[src/rtl/arith_encoder_pkg.sv]
// Shared definitions for the arithmetic encoder back end: carry-resolver
// states, the run byte value and the byte/run width defaults.
package arith_encoder_pkg;

    localparam int BYTE_WIDTH_DEF = 8;
    localparam int RUN_WIDTH_DEF  = 16;
    localparam int CARRY_BIT      = BYTE_WIDTH_DEF;
    localparam logic [BYTE_WIDTH_DEF-1:0] RUN_BYTE = 8'hFF;

    typedef enum logic [2:0] {
        ST_EMPTY      = 3'd0,
        ST_HOLD       = 3'd1,
        ST_EMIT_PEND  = 3'd2,
        ST_EMIT_RUN   = 3'd3,
        ST_FLUSH_PEND = 3'd4,
        ST_FLUSH_RUN  = 3'd5
    } state_t;

    function automatic logic is_emit_state(input state_t st);
        case (st)
            ST_EMIT_PEND, ST_EMIT_RUN, ST_FLUSH_PEND, ST_FLUSH_RUN: return 1'b1;
            default: return 1'b0;
        endcase
    endfunction

endpackage

[src/rtl/arith_carry_resolver.sv]
// Resolves carries over runs of 0xFF pre-carry bytes and emits final
// bitstream bytes on a valid/ready port; a flush drains and tags the last byte.
module arith_carry_resolver
    import arith_encoder_pkg::*;
#(
    parameter int GENERAL_BYTE_WIDTH = BYTE_WIDTH_DEF,
    parameter int GENERAL_RUN_WIDTH  = RUN_WIDTH_DEF
) (
    input  logic                          general_clk,
    input  logic                          reset,
    input  logic                          in_valid,
    output logic                          in_ready,
    input  logic [GENERAL_BYTE_WIDTH:0]   in_data,
    input  logic                          in_flush,
    output logic                          out_valid,
    input  logic                          out_ready,
    output logic [GENERAL_BYTE_WIDTH-1:0] out_byte,
    output logic                          out_last,
    output logic                          flush_done,
    output logic                          err
);

    localparam int BW = GENERAL_BYTE_WIDTH;
    localparam int RW = GENERAL_RUN_WIDTH;
    localparam logic [BW:0]   RUN_WORD = {1'b0, {BW{1'b1}}};
    localparam logic [RW-1:0] RUN_ZERO = {RW{1'b0}};
    localparam logic [RW-1:0] RUN_ONE  = {{(RW-1){1'b0}}, 1'b1};

    state_t          state_r, state_s;
    logic [BW-1:0]   pending_r, pending_s;
    logic [BW-1:0]   new_r, new_s;
    logic            carry_r, carry_s;
    logic [RW-1:0]   run_r, run_s;
    logic            flush_r, flush_s;
    logic            err_r, err_s;
    logic            flush_done_r, flush_done_s;
    logic            out_valid_r, out_valid_s;
    logic [BW-1:0]   out_byte_r, out_byte_s;
    logic            out_last_r, out_last_s;
    logic            in_ready_s;
    logic            accept_s;

    // A latched flush closes the input port until the flush has been started.
    assign in_ready_s = ~reset & ((state_r == ST_EMPTY) | ((state_r == ST_HOLD) & ~flush_r));
    assign accept_s   = in_valid & in_ready_s;

    // Next-state and datapath update for the resolver FSM.
    always_comb begin
        state_s      = state_r;
        pending_s    = pending_r;
        new_s        = new_r;
        carry_s      = carry_r;
        run_s        = run_r;
        flush_s      = flush_r;
        err_s        = err_r;
        flush_done_s = 1'b0;
        case (state_r)
            ST_EMPTY: begin
                if (accept_s) begin
                    pending_s = in_data[BW-1:0];
                    flush_s   = in_flush;
                    err_s     = err_r | in_data[BW];
                    state_s   = ST_HOLD;
                end else if (in_flush & in_ready_s) begin
                    flush_done_s = 1'b1;
                end else begin
                    state_s = ST_EMPTY;
                end
            end
            ST_HOLD: begin
                if (flush_r) begin
                    flush_s = 1'b0;
                    carry_s = 1'b0;
                    state_s = ST_FLUSH_PEND;
                end else if (accept_s) begin
                    flush_s = in_flush;
                    if (in_data == RUN_WORD) begin
                        if (&run_r) begin
                            err_s = 1'b1;
                        end else begin
                            run_s = run_r + RUN_ONE;
                        end
                    end else begin
                        carry_s = in_data[BW];
                        new_s   = in_data[BW-1:0];
                        // A carry into an all-ones pending byte has nowhere to go.
                        err_s   = err_r | (in_data[BW] & (&pending_r));
                        state_s = ST_EMIT_PEND;
                    end
                end else if (in_flush) begin
                    carry_s = 1'b0;
                    state_s = ST_FLUSH_PEND;
                end else begin
                    state_s = ST_HOLD;
                end
            end
            ST_EMIT_PEND: begin
                if (!out_ready) begin
                    state_s = ST_EMIT_PEND;
                end else if (run_r != RUN_ZERO) begin
                    state_s = ST_EMIT_RUN;
                end else begin
                    pending_s = new_r;
                    state_s   = ST_HOLD;
                end
            end
            ST_EMIT_RUN: begin
                if (!out_ready) begin
                    state_s = ST_EMIT_RUN;
                end else if (run_r == RUN_ONE) begin
                    run_s     = RUN_ZERO;
                    pending_s = new_r;
                    state_s   = ST_HOLD;
                end else begin
                    run_s = run_r - RUN_ONE;
                end
            end
            ST_FLUSH_PEND: begin
                if (!out_ready) begin
                    state_s = ST_FLUSH_PEND;
                end else if (run_r != RUN_ZERO) begin
                    state_s = ST_FLUSH_RUN;
                end else begin
                    flush_done_s = 1'b1;
                    state_s      = ST_EMPTY;
                end
            end
            ST_FLUSH_RUN: begin
                if (!out_ready) begin
                    state_s = ST_FLUSH_RUN;
                end else if (run_r == RUN_ONE) begin
                    run_s        = RUN_ZERO;
                    flush_done_s = 1'b1;
                    state_s      = ST_EMPTY;
                end else begin
                    run_s = run_r - RUN_ONE;
                end
            end
            default: begin
                state_s = ST_EMPTY;
            end
        endcase
    end

    // Output values for the upcoming cycle, derived from the next state so they register cleanly.
    always_comb begin
        out_valid_s = is_emit_state(state_s);
        out_byte_s  = {BW{1'b0}};
        out_last_s  = 1'b0;
        case (state_s)
            ST_EMIT_PEND: begin
                out_byte_s = pending_s + {{(BW-1){1'b0}}, carry_s};
            end
            ST_FLUSH_PEND: begin
                out_byte_s = pending_s;
                out_last_s = (run_s == RUN_ZERO);
            end
            ST_EMIT_RUN: begin
                out_byte_s = carry_s ? {BW{1'b0}} : {BW{1'b1}};
            end
            ST_FLUSH_RUN: begin
                out_byte_s = {BW{1'b1}};
                out_last_s = (run_s == RUN_ONE);
            end
            default: begin
                out_byte_s = {BW{1'b0}};
            end
        endcase
    end

    // State, datapath and output registers; reset discards any stream in flight.
    always_ff @(posedge general_clk or posedge reset) begin
        if (reset) begin
            state_r      <= ST_EMPTY;
            pending_r    <= {BW{1'b0}};
            new_r        <= {BW{1'b0}};
            carry_r      <= 1'b0;
            run_r        <= RUN_ZERO;
            flush_r      <= 1'b0;
            err_r        <= 1'b0;
            flush_done_r <= 1'b0;
            out_valid_r  <= 1'b0;
            out_byte_r   <= {BW{1'b0}};
            out_last_r   <= 1'b0;
        end else begin
            state_r      <= state_s;
            pending_r    <= pending_s;
            new_r        <= new_s;
            carry_r      <= carry_s;
            run_r        <= run_s;
            flush_r      <= flush_s;
            err_r        <= err_s;
            flush_done_r <= flush_done_s;
            out_valid_r  <= out_valid_s;
            out_byte_r   <= out_byte_s;
            out_last_r   <= out_last_s;
        end
    end

    assign in_ready   = in_ready_s;
    assign out_valid  = out_valid_r;
    assign out_byte   = out_byte_r;
    assign out_last   = out_last_r;
    assign flush_done = flush_done_r;
    assign err        = err_r;

endmodule

[config.mk]
export PLATFORM = sky130hd
export DESIGN_NAME = arith_carry_resolver
export DESIGN_NICKNAME = d
export VERILOG_FILES = /design/src/rtl/arith_encoder_pkg.sv /design/src/rtl/arith_carry_resolver.sv
export SDC_FILE = /design/constraint.sdc
export NUM_CORES = 1
export LEC_CHECK = 0
export CORE_ASPECT_RATIO = 1.5
export CORE_MARGIN = 2
export CORE_UTILIZATION = 40
export CTS_BUF_LIST = sky130_fd_sc_hd__clkbuf_4 sky130_fd_sc_hd__clkbuf_8 sky130_fd_sc_hd__clkbuf_16
export CTS_CLUSTER_SIZE = 28
export DETAILED_ROUTE_END_ITERATION = 6
export PLACE_DENSITY_LB_ADDON = 0.3
export SETUP_SLACK_MARGIN = 0.5
export SLEW_MARGIN = 25
export SYNTH_ARGS = -nofsm -noshare
export SYNTH_HDL_FRONTEND = slang
export SYNTH_SLANG_ARGS = --single-unit
export TNS_END_PERCENT = 20
[constraint.sdc]
create_clock -name general_clk -period 4.6 [get_ports general_clk]
set_input_delay 0.46 -clock general_clk [delete_from_list [all_inputs] [get_ports general_clk]]
set_output_delay 0.46 -clock general_clk [all_outputs]
set_load 0.1 [all_outputs]
==> run summary <==
Clock slew at reported path FFs: 0.07 ns
Port Buffers: 26
Worst EP arrival: 3.89 ns
Seq/Total Area, Yosys: 0.368
Count of cell types in the netlist: 66
Mapped Cells: 387
FF-to-FF setup slack: 0.96 ns
Final Hold Viols: 0
Static leakage: 1.54 nW
Async SR Flop Fraction: 1.00
Syn_nets: 407
Share of layout cells above drive strength 1: 0.0909
Worst skew pair latency: 0.30 ns
Slew @ Worst Pin: 0.971 ns
Vias in the first global route: 3,245
First-pass GRT wire length: 17.0 mm
Ys flop type: dfrtp_1
Critical path type: primary input to register
DRT Wirelength: 10.5 mm
Core area: 8060 µm²
CTS tree: yes
Yosys reg bits: 49
Final Max Tran Viols: 0
Relative max-transition margin: 0.350
Full die area: 9090 µm²
PD cells: 667 nW/µm²
Chip height: 116 µm
Number of post-CTS setup repair buffers: 0
P&R area growth vs syn: 15.9%
Final ANT Viol Nets: 0
TritonRoute pass-1 iters: 5
Synthesized area per cell: 8.61 µm²
DR WL/cell: 20.5 µm
Skew final: 0.00410 ns
DR iter-0 viols: 316
Post-DR vias/cell: 6.53
Horiz. Die Dim: 78.5 µm
Largest net degree at the start of global routing: 51
Root Buffer: clkbuf_16
Max FO, Critical Path: 10
Sink Count: 49
Final setup violation count: 0
CTS max path bufs: 2
CTS Hold Bufs: 0
Initial core utilization: 0.414
Register Area: 1230 µm²
Endpoint type of the worst setup path: register
GRT Util Overall: 0.241
Fill count: 761
VDD IR max: 0.000334 V
Minimum clock period: 3.68 ns
Drt drc: 0
Min-delay worst type: register to register
Post-detailed-placement half-perimeter wirelength: 7.80 mm
Fin nets: 426
Max Freq: 0.272 GHz
RSZ-0062 raised after global routing: false
Commonest non-fill, non-tap cell in the layout: dfrtp_1
Vias: 3,341
Status: completed
Multi-input gate area: 1980 µm²
Ports: 27
# rows: 40
Post-Syn Area: 3330 µm²
Number of inserted diodes: 0
Most frequent cells in the layout: dfrtp_1 (49), nand2_1 (34), nor2_1 (30)
Fin cells: 512
Max-cap violations: 0
Inserted Clock Buffers: 5
RD Place Congestion: 0.934
Initial antenna violation count: 0
Synth warn: 0
# resized after CTS: 0
Crit start category: primary input
H-tree Lvls: 2
Crit share post-route: 0.800
Setup tns final: 0 ns
Placed Cells incl. Taps: 504
Global route overflow: 0
Required @ worst endpoint: 4.81 ns
Post-synth EDFFs: 0
==> routing by layer <==
metal  vias up  GRT usage  wire length [µm]
li1       1522          -                 -
met1      1639      0.264              4010
met2       138      0.446              5560
met3        42     0.0273               381
met4         0      0.138               565
met5         -          0                 0
==> registers in the layout, indices dropped and copies added (netlist names) <==
signal and cells:
out_byte 8, pending_r 8, flush_r 1, state_r 3
flush_done 1, out_last 1, run_r 16, new_r 8
out_valid 1, carry_r 1, err 1
==> where the power goes <==
part           switching (mW)  internal, mW  total (mW)
logic                   0.899         0.445        1.34
clock network           0.180         0.261       0.441
registers               0.197         0.591       0.788
total                    1.28          1.30        2.57
==> cells by family after synthesis <==
family | count (synthesis) | share of synthesized area
and+or+nand+nor | 172 | 0.291
AOI/OAI and AO/OA | 116 | 0.245
DFF | 49 | 0.368
buffers and inverters | 32 | 0.0364
muxes | 9 | 0.0297
adders and majority gates | 6 | 0.0225
xor gates and xnor gates | 3 | 0.00789
==> cells in the mapped netlist (3+ instances only) <==
| master | instances | area (µm²) |
|---|---|---|
| nand2b_1 | 4 | 25.0 |
| ha_1 | 6 | 75.1 |
| o211ai_1 | 4 | 30.0 |
| a22oi_1 | 4 | 30.0 |
| nand4_1 | 10 | 62.6 |
| o21ai_0 | 21 | 105 |
| clkbuf_1 | 18 | 67.6 |
| nor2_1 | 30 | 113 |
| dfrtp_1 | 49 | 1230 |
| xnor2_1 | 3 | 26.3 |
| or3_1 | 9 | 56.3 |
| a211oi_1 | 3 | 22.5 |
| a31oi_1 | 15 | 93.8 |
| and2_1 | 15 | 93.8 |
| inv_1 | 13 | 48.8 |
| nor4_1 | 4 | 25.0 |
| a21o_1 | 4 | 30.0 |
| and3_1 | 9 | 56.3 |
| o311ai_0 | 3 | 26.3 |
| or2_2 | 5 | 31.3 |
| a221o_1 | 5 | 50.1 |
| o21ai_1 | 3 | 15.0 |
| and4_1 | 6 | 52.6 |
| nand3_1 | 17 | 85.1 |
| mux2_2 | 7 | 78.8 |
| nand2_1 | 34 | 128 |
| a21oi_1 | 24 | 120 |
| nor3_1 | 14 | 70.1 |
==> worst paths after layout <==
path	startpoint	end	depth (start not counted)
max in group asynchronous	reset	flush_done	3
worst min register to register	err	err	1
min in group asynchronous	reset	new_r[5]	3
worst max register to register	state_r[1]	out_byte[2]	8
worst min-delay path	err	err	1
worst max-delay path	reset	out_byte[2]	9
==> stage by stage <==
| stage | worst slack [ns] | utilization | cell area (µm²) | power (mW) | hold slack, ns |
|---|---|---|---|---|---|
| floorplan | 0.899 | - | 3330 | 1.72 | 0.460 |
| global placement | 0.681 | 0.458 | 3690 | 2.10 | 0.445 |
| detailed placement | 0.634 | 0.458 | 3690 | 2.11 | 0.443 |
| CTS | 0.945 | 0.479 | 3860 | 2.56 | 0.459 |
| global route | 0.781 | 0.479 | 3860 | 2.70 | 0.499 |
| finish | 0.918 | 0.479 | 3860 | 2.57 | 0.454 |
==> final cells by class <==
cell class              count  area share
multi-input cells         306       0.514
flip-flops and latches     49       0.318
repair buffers             31      0.0771
well taps                 105      0.0340
clock buffers               5      0.0324
inverters                  13      0.0126
clock inverters             3      0.0123
==> worst max-delay path, stage by stage <==
cell             delay [ns]
clkdlybuf4s50_1        0.47
or4b_1                 0.67
nor2_1                 0.57
a31oi_1                0.31
a221o_1                0.46
ha_1                   0.24
and2_1                 0.19
or3_1                  0.35
a31oi_1                0.18
(Power assumes the default switching activity.)
